## src/rtl/halt_ctrl_if.sv

```systemverilog
// Halt controller bus: maskable halt requests, resume/step pulses and halt status.
interface halt_ctrl_if #(
    parameter int unsigned NUM_SRC = 4,
    parameter int unsigned CNT_W   = 8
);
    logic [NUM_SRC-1:0] halt_req;
    logic [NUM_SRC-1:0] src_mask;
    logic               resume;
    logic               step;
    logic               pc_hold;
    logic               halted;
    logic [NUM_SRC-1:0] halt_cause;
    logic [CNT_W-1:0]   halt_count;

    modport master (
        output halt_req, src_mask, resume, step,
        input  pc_hold, halted, halt_cause, halt_count
    );

    modport slave (
        input  halt_req, src_mask, resume, step,
        output pc_hold, halted, halt_cause, halt_count
    );
endinterface

```

## src/rtl/halt_ctrl.sv

```systemverilog
// Multi-source halt/resume controller: merges masked halt requests into one PC hold,
// drains the pipeline, then supports resume and single-step while halted.
module halt_ctrl #(
    parameter int unsigned NUM_SRC      = 4,
    parameter int unsigned DRAIN_CYCLES = 2,
    parameter int unsigned CNT_W        = 8
) (
    input  logic        clk,
    input  logic        rst,
    halt_ctrl_if.slave  bus
);
    localparam int unsigned DCNT_W = 8;
    localparam logic [DCNT_W-1:0] DRAIN_LOAD = DCNT_W'(DRAIN_CYCLES - 1);
    localparam bit DRAIN_EN = (DRAIN_CYCLES != 0);

    typedef enum logic [1:0] {
        S_RUN    = 2'd0,
        S_DRAIN  = 2'd1,
        S_HALTED = 2'd2,
        S_STEP   = 2'd3
    } state_e;

    state_e              state_q, state_d;
    logic [DCNT_W-1:0]   drain_q, drain_d;
    logic                halted_q, halted_d;
    logic [NUM_SRC-1:0]  cause_q, cause_d;
    logic [CNT_W-1:0]    count_q, count_d;
    logic [NUM_SRC-1:0]  req_v;
    logic                any_req;
    logic                pc_hold_c;

    assign req_v   = bus.halt_req & bus.src_mask;
    assign any_req = |req_v;

    always_ff @(posedge clk) begin
        if (rst) begin
            state_q  <= S_RUN;
            drain_q  <= '0;
            halted_q <= 1'b0;
            cause_q  <= '0;
            count_q  <= '0;
        end else begin
            state_q  <= state_d;
            drain_q  <= drain_d;
            halted_q <= halted_d;
            cause_q  <= cause_d;
            count_q  <= count_d;
        end
    end

    // Next state, sticky cause accumulation and the same-cycle PC hold.
    always_comb begin
        state_d   = state_q;
        drain_d   = drain_q;
        cause_d   = cause_q;
        count_d   = count_q;
        pc_hold_c = 1'b0;

        unique case (state_q)
            S_RUN: begin
                pc_hold_c = any_req;
                if (any_req) begin
                    cause_d = req_v;
                    count_d = (&count_q) ? count_q : count_q + CNT_W'(1);
                    if (DRAIN_EN) begin
                        state_d = S_DRAIN;
                        drain_d = DRAIN_LOAD;
                    end else begin
                        state_d = S_HALTED;
                    end
                end
            end
            S_DRAIN: begin
                pc_hold_c = 1'b1;
                cause_d   = cause_q | req_v;
                if (drain_q == '0) begin
                    state_d = S_HALTED;
                end else begin
                    drain_d = drain_q - DCNT_W'(1);
                end
            end
            S_HALTED: begin
                pc_hold_c = 1'b1;
                cause_d   = cause_q | req_v;
                if (bus.resume) begin
                    state_d = S_RUN;
                    cause_d = '0;
                end else if (bus.step) begin
                    state_d = S_STEP;
                end
            end
            S_STEP: begin
                pc_hold_c = 1'b0;
                cause_d   = cause_q | req_v;
                state_d   = S_HALTED;
            end
            default: state_d = S_RUN;
        endcase

        halted_d = (state_d == S_HALTED);
    end

    assign bus.pc_hold    = pc_hold_c;
    assign bus.halted     = halted_q;
    assign bus.halt_cause = cause_q;
    assign bus.halt_count = count_q;
endmodule

```

## src/flat_wrapper.sv

```systemverilog
// flat-port wrapper written by rule: the top's interface ports become plain ports
module halt_ctrl_flat 
#(
    parameter int unsigned NUM_SRC      = 4,
    parameter int unsigned DRAIN_CYCLES = 2,
    parameter int unsigned CNT_W        = 8
)
  (clk, rst, bus_halt_req, bus_src_mask, bus_resume, bus_step, bus_pc_hold, bus_halted, bus_halt_cause, bus_halt_count);
  halt_ctrl_if #(.NUM_SRC(NUM_SRC), .CNT_W(CNT_W)) bus_i ();
  input  logic clk;
  input  logic rst;
  input wire logic [$bits(bus_i.halt_req)-1:0] bus_halt_req;
  input wire logic [$bits(bus_i.src_mask)-1:0] bus_src_mask;
  input wire logic [$bits(bus_i.resume)-1:0] bus_resume;
  input wire logic [$bits(bus_i.step)-1:0] bus_step;
  output wire logic [$bits(bus_i.pc_hold)-1:0] bus_pc_hold;
  output wire logic [$bits(bus_i.halted)-1:0] bus_halted;
  output wire logic [$bits(bus_i.halt_cause)-1:0] bus_halt_cause;
  output wire logic [$bits(bus_i.halt_count)-1:0] bus_halt_count;
  assign bus_i.halt_req = bus_halt_req;
  assign bus_i.src_mask = bus_src_mask;
  assign bus_i.resume = bus_resume;
  assign bus_i.step = bus_step;
  assign bus_pc_hold = bus_i.pc_hold;
  assign bus_halted = bus_i.halted;
  assign bus_halt_cause = bus_i.halt_cause;
  assign bus_halt_count = bus_i.halt_count;
  halt_ctrl #(.NUM_SRC(NUM_SRC), .DRAIN_CYCLES(DRAIN_CYCLES), .CNT_W(CNT_W)) u_core (.clk(clk), .rst(rst), .bus(bus_i));
endmodule
```

## config.mk

```make
export PLATFORM = sky130hd
export DESIGN_NAME = halt_ctrl_flat
export DESIGN_NICKNAME = d
export VERILOG_FILES = /design/src/rtl/halt_ctrl_if.sv /design/src/rtl/halt_ctrl.sv /design/src/flat_wrapper.sv
export SDC_FILE = /design/constraint.sdc
export NUM_CORES = 1
export LEC_CHECK = 0
export BUFFER_PORTS_ARGS = -buffer_cell sky130_fd_sc_hd__buf_2
export CAP_MARGIN = 30
export CORE_UTILIZATION = 35
export CTS_BUF_LIST = sky130_fd_sc_hd__clkbuf_4 sky130_fd_sc_hd__clkbuf_8
export DETAILED_ROUTE_END_ITERATION = 16
export MAX_ROUTING_LAYER = met4
export PLACE_DENSITY_LB_ADDON = 0.1
export RECOVER_POWER = 25
export SYNTH_ARGS = -nofsm -noshare
export SYNTH_HDL_FRONTEND = slang
export SYNTH_SLANG_ARGS = --single-unit
export TNS_END_PERCENT = 5
```

## constraint.sdc

```tcl
create_clock -name clk -period 5.43 [get_ports clk]
set_clock_uncertainty 0.05 [all_clocks]
set_input_delay 0.2715 -clock clk [delete_from_list [all_inputs] [get_ports clk]]
set_output_delay 0.2715 -clock clk [all_outputs]
set_load 0.03 [all_outputs]
```

==> results.ini, run 1 <==
[route]
post_drt_wl_per_cell_um=13.10
dr.pass1.iters=4
ant_nets=0
num_vias=1230
drt_wl_total_mm=2.909
drc=0
drt_iter0_drc=85
avgViaCountPerCell=5.541

[floorplanning]
dieWidth_um=62.86
ioPinCount=26
start_util_pct=37.66
die_area_um2=3951
rows=21
die_h_um=62.86
coreArea_um2=3442

[logic_synthesis]
synth_top_area_cell=dfxtp_1
synth-main-ff-cell=dfxtp_1
syn-num-nets=173
synth.most_common_cell=dfxtp_1
synth.area.top_cells=dfxtp_1 (36%), ha_1 (7.7%), a21oi_1 (7.3%)
synthTopCellsByCount=dfxtp_1 (23), a21oi_1 (19), o21ai_0 (10), o31ai_1 (10), or4_1 (9)
avgSynthCellArea_um2=8.472
synthMuxAreaShare_pct=0.8687
synthCells=153
yosysWarnings=0
synth-simple-area-share_pct=24.03
yosys.area_share.xor_xnor_pct=0
synth_top_family_by_area=compound AO/OA/AOI/OAI gates
ys_ff_latch=23
synth_enable_flop_cells=0
synth-compound-area-share_pct=27.99
synthArstFlopShare_pct=0
yosys.area_share.adder_pct=7.722
netlist_area_um2=1296
ys_seq_area_share_pct=35.52
synth_top_area_share_pct=35.52
synth_cell_types=39

[timing]
rsz0062_at_grt=false
worst_pin_slew_ns=0.9188
fin_setup_tns_ns=0
post-route-period-util_pct=38.93
slew_violations=0
relSlewSlack_pct=38.33
period_needed_ns=2.114
max_freq_mhz=473.1
finalSetupViolCount=0
final-hold-violation-count=0

[clocking]
cts_root_buffer=clkbuf_8
clkTransAtPathRegs_ns=0.09
post_cts_buffers=0
clock_latency_ns=0.27
cts_hold_buffers=0
cts_tree=yes
cts_sinks=23
max-clock-path-buffers=2
ctsResizeCount=0
cts_buffers=3
htree_levels=1

[cells_and_area]
fillers=359
drive_above_1_share_pct=17.05
layout.nets=197
design_area_um2=1490
antenna_cells=0
area_delta_synth_final_pct=14.96

[setup_path]
slowest_stage=or4_2
path_class=reg -> reg
crit_buf_inv=1
path_max_fanout=21
cp.required_ns=5.58
crit_family=simple AND/OR/NAND/NOR gates
r2r_cells=5
rr_endpoint=u_core.drain_q[3]
worstPathArrival_ns=2.26
endpoint_kind=flop
crit_chain=inv_1, ha_1, and3_1, or4_2, a21oi_1
timing.rr.start=u_core.state_q[0]
r2r_slack_ns=3.32
worst-path-stages=5
start_kind=flop
max_stage_delay_ns=0.68

[pwr]
power_density_nw_per_um2=479.1
p_leak_nw=0.5780
power.total_w=0.0007140
ir_worst_vdd_mv=0.1491

[grt]
grt_pass1_wl_mm=4.940
grt_pass1_vias=1103
grt_overflow=0
grt_max_degree=22
use_met3_pct=2.190
use_met2_pct=24.86
grt.total_usage_pct=16.17
top_usage_layer=met2
grtUsageMet1_pct=21.09
antenna_found_initial=0

[place]
post-dp-hpwl_mm=2.133
postPlaceCellArea_um2=1455
place_congestion=0.7485
port_buffers=25

[hold_path]
holdPathEnd=u_core.bus.halt_cause[3]
min_path_cells=3
min_from=bus_src_mask[3]
min_path_type=in -> reg

[run_status]
status=finished clean

[run]
max_cap_violations=0

[layer usage]
metal	vias to the layer above	wire, um
li1	633	-
met1	573	1484
met2	20	1299
met3	4	77
met4	0	48
met5	-	0
[where the power goes]
part / internal (W) / leakage, nW / switching (W)
clock network: 0.0000513 / 0.0255 / 0.0000579
logic: 0.000145 / 0.365 / 0.000212
registers: 0.000209 / 0.188 / 0.0000380
[worst max path at each step]
stage | from | end | slack, ns
after global routing | u_core.state_q[0] | u_core.drain_q[3] | 3.14
after detailed placement | u_core.state_q[0] | u_core.drain_q[3] | 3.34
after floorplan | u_core.drain_q[2] | u_core.drain_q[7] | 3.51
final | u_core.state_q[0] | u_core.drain_q[3] | 3.32
after global placement | u_core.state_q[0] | u_core.drain_q[3] | 3.38
after CTS | u_core.state_q[0] | u_core.drain_q[6] | 3.32
[area by class of cell]
type,instances,area (um^2),share of cell area (%)
Timing Repair Buffer,25,113.9,7.641
Inverter,7,26.28,1.763
Clock buffer,3,41.29,2.771
Tap cell,46,57.56,3.862
Clock inverter,1,5.005,0.3359
Sequential cell,23,460.4,30.90
Multi-Input combinational cell,117,785.8,52.73
[worst register-to-register path, delay by kind of cell, from the launching register on]
kind	cells	cell delay [ns]
flip-flops	1	0.45
adder cells (fa/ha/maj)	1	0.24
buffers and inverters	1	0.12
AND/OR/NAND/NOR	2	1.04
AO/OA/AOI/OAI	1	0.16
[kinds of logic (layout without fill, tap and decap cells)]
group	after synthesis	after routing
AO/OA/AOI/OAI	57	57
AND/OR/NAND/NOR	51	51
flip-flops	23	23
buffers and inverters	13	36
adder cells (fa/ha/maj)	8	8
multiplexers	1	1
[registers in the layout, indices dropped and copies added (netlist names)]
name / flops
u_core.bus.halted: 1
u_core.bus.halt_cause: 4
u_core.state_q: 2
u_core.drain_q: 8
u_core.bus.halt_count: 8
[layout by cell type, fill, tap and decap left out, types with 2 or more instances in the layout]
| master | n |
|---|---|
| a22oi_1 | 2 |
| nand2_1 | 8 |
| or3b_2 | 2 |
| a31oi_1 | 2 |
| clkbuf_8 | 3 |
| nor2_1 | 7 |
| or4_1 | 9 |
| and3_1 | 2 |
| dfxtp_1 | 23 |
| nand3b_1 | 2 |
| inv_1 | 7 |
| or3_1 | 3 |
| o21ai_0 | 10 |
| or3_2 | 2 |
| o211ai_1 | 2 |
| o21bai_1 | 2 |
| buf_2 | 16 |
| ha_1 | 8 |
| clkbuf_1 | 9 |
| nor2b_1 | 2 |
| or2_2 | 2 |
| o31ai_1 | 10 |
| nand3_1 | 5 |
| a21oi_1 | 19 |
| or4_2 | 2 |
| a22o_1 | 2 |
[stage by stage]
step | utilization [%] | hold WS, ns | worst slack [ns] | cells
3_5_place_dp | 42.28 | 0.4148 | 3.336 | 218
5_1_grt | 43.29 | 0.2202 | 3.137 | 222
2_1_floorplan | - | 0.3575 | 3.511 | 153
4_1_cts | 43.62 | 0.2076 | 3.319 | 222
6_report | 43.29 | 0.2151 | 3.316 | 222
3_3_place_gp | 42.28 | 0.4077 | 3.378 | 218
No activity file was read; power rests on OpenSTA's default activity.
==> inputs of run 2 (changes only) <==
==> constraint.sdc (replaced) <==
create_clock -name clk -period 1.7 [get_ports clk]
set_clock_uncertainty 0.05 [all_clocks]
set_input_delay 0.085 -clock clk [delete_from_list [all_inputs] [get_ports clk]]
set_output_delay 0.085 -clock clk [all_outputs]
set_load 0.03 [all_outputs]
==> results.ini, run 2 (same netlist as run 1, synthesis figures left out) <==
[setup_path]
r2r_cells=7
slowest_stage=or4bb_4
endpoint_kind=flop
worstPathArrival_ns=1.96
max_stage_delay_ns=0.54
timing.rr.start=u_core.drain_q[1]
crit_family=simple AND/OR/NAND/NOR gates
path_max_fanout=4
path_class=reg -> reg
r2r_slack_ns=-0.15
crit_buf_inv=2
start_kind=flop
crit_chain=inv_2, ha_4, or4bb_4, o211ai_1, buf_4, or4_4, a21oi_2
rr_endpoint=u_core.drain_q[5]
cp.required_ns=1.80

[cells_and_area]
area_delta_synth_final_pct=46.62
design_area_um2=1901
finalCoreUtilization_pct=55.22
mostFrequentLayoutCell=buf_4
fillers=346
drive_above_1_share_pct=46.70
layout.nets=233
finalNonFillerCells=258
antenna_cells=0
final_cell_mix=buf_4 (36), buf_2 (19), dfxtp_1 (17)

[grt]
grt.total_usage_pct=18.43
grt_max_degree=18
grt_pass1_wl_mm=5.609
grt_overflow=0
antenna_found_initial=0
grt_pass1_vias=1246

[floorplanning]
coreArea_um2=3442
ioPinCount=26
rows=21
die_h_um=62.86
dieWidth_um=62.86
die_area_um2=3951
start_util_pct=37.66

[route]
avgViaCountPerCell=5.364
ant_nets=0
drc=0
dr.pass1.iters=4
num_vias=1384
post_drt_wl_per_cell_um=13.25
drt_wl_total_mm=3.418
drt_iter0_drc=82

[clocking]
cts_root_buffer=clkbuf_8
clock_latency_ns=0.27
cts_sinks=23
htree_levels=1
cts_tree=yes
max-clock-path-buffers=2
clkTransAtPathRegs_ns=0.08
cts_buffers=3

[pwr]
ir_worst_vdd_mv=0.7028
power.total_w=0.003204
power_density_nw_per_um2=1686
p_leak_nw=0.7838

[timing]
period_needed_ns=1.854
whs_ns=0.02445
setup_slack_ns=-0.1542
max_freq_mhz=539.3
slew_violations=0
post-route-period-util_pct=109.1
finalSetupViolCount=9
final-hold-violation-count=0
worst_pin_slew_ns=0.3654
rsz0062_at_grt=true
relSlewSlack_pct=75.75

[place]
port_buffers=25
dp.cells=250
postPlaceCellArea_um2=1695
place_congestion=0.8192
post-dp-hpwl_mm=2.507

[hold_path]
holdPathEnd=u_core.bus.halt_cause[1]
min_path_cells=3
min_path_type=in -> reg
min_from=bus_src_mask[1]

[run]
max_cap_violations=0

[run_status]
status=finished, violations left
violations=setup timing

==> run 2: cell types whose count changed in the layout (fill, tap and decap cells not counted), moves of 5 or more <==
cell     delta
dfxtp_2     +5
a21oi_1     -5
dfxtp_1     -6
buf_4      +36
a21oi_2     +5
==> run 2: stage by stage <==
step,setup WS (ns),setup TNS (ns)
finish,-0.1542,-0.6822
CTS,-0.1590,-0.8980
floorplan,-0.1763,-1.226
detailed placement,-0.2094,-1.613
global route,-0.2526,-1.642
global placement,-0.1705,-1.123
==> run 2: layout make-up <==
| class | instances | area (um^2) | share of cell area (%) |
|---|---|---|---|
| Clock inverter | 1 | 5.005 | 0.2633 |
| Tap cell | 46 | 57.56 | 3.028 |
| Multi-Input combinational cell | 117 | 904.6 | 47.60 |
| Timing Repair Buffer | 61 | 395.4 | 20.80 |
| Sequential cell | 23 | 470.5 | 24.75 |
| Inverter | 7 | 26.28 | 1.382 |
| Clock buffer | 3 | 41.29 | 2.172 |
==> run 2: per-layer routing <==
| metal | up-vias | wire, um | share of wire, % | GRT usage [%] |
|---|---|---|---|---|
| met1 | 658 | 1621 | 47 | 22.78 |
| met5 | - | 0 | 0 | - |
| met4 | 0 | 48 | 1.4 | 6.105 |
| met3 | 4 | 100 | 2.9 | 3.832 |
| met2 | 20 | 1647 | 48 | 29.76 |
| li1 | 702 | - | - | - |
==> run 2: timing repair <==
action,4_1_cts,5_1_grt
endpoints found under the hold margin,0,0
hold buffers,0,0
setup endpoints to repair,17,22
pin swaps,7,8
setup buffers,2,2
resized for setup,16,23
==> run 2: worst max-delay path by stage <==
stage                            startpoint                end  slack [ns]  depth (start not counted)
after floorplan           u_core.drain_q[5]  u_core.drain_q[7]       -0.18                          5
after global placement    u_core.drain_q[5]  u_core.drain_q[7]       -0.17                          4
after detailed placement  u_core.drain_q[5]  u_core.drain_q[7]       -0.21                          4
after CTS                 u_core.state_q[1]  u_core.drain_q[7]       -0.16                          7
after global routing      u_core.drain_q[1]  u_core.drain_q[5]       -0.25                          7
final                     u_core.drain_q[1]  u_core.drain_q[5]       -0.15                          7
==> run 2: power by group <==
group	internal (W)	total [W]	switching, W
Combinational	0.00112	0.00209	0.000967
Sequential	0.000683	0.000777	0.0000938
Clock	0.000164	0.000338	0.000175
Total	0.00197	0.00320	0.00124
==> run 2: worst reg2reg max path, cell delays in order (launching register included) <==
cell	delay, ns
dfxtp_2	0.33
inv_2	0.08
ha_4	0.13
or4bb_4	0.54
o211ai_1	0.28
buf_4	0.19
or4_4	0.11
a21oi_2	0.04
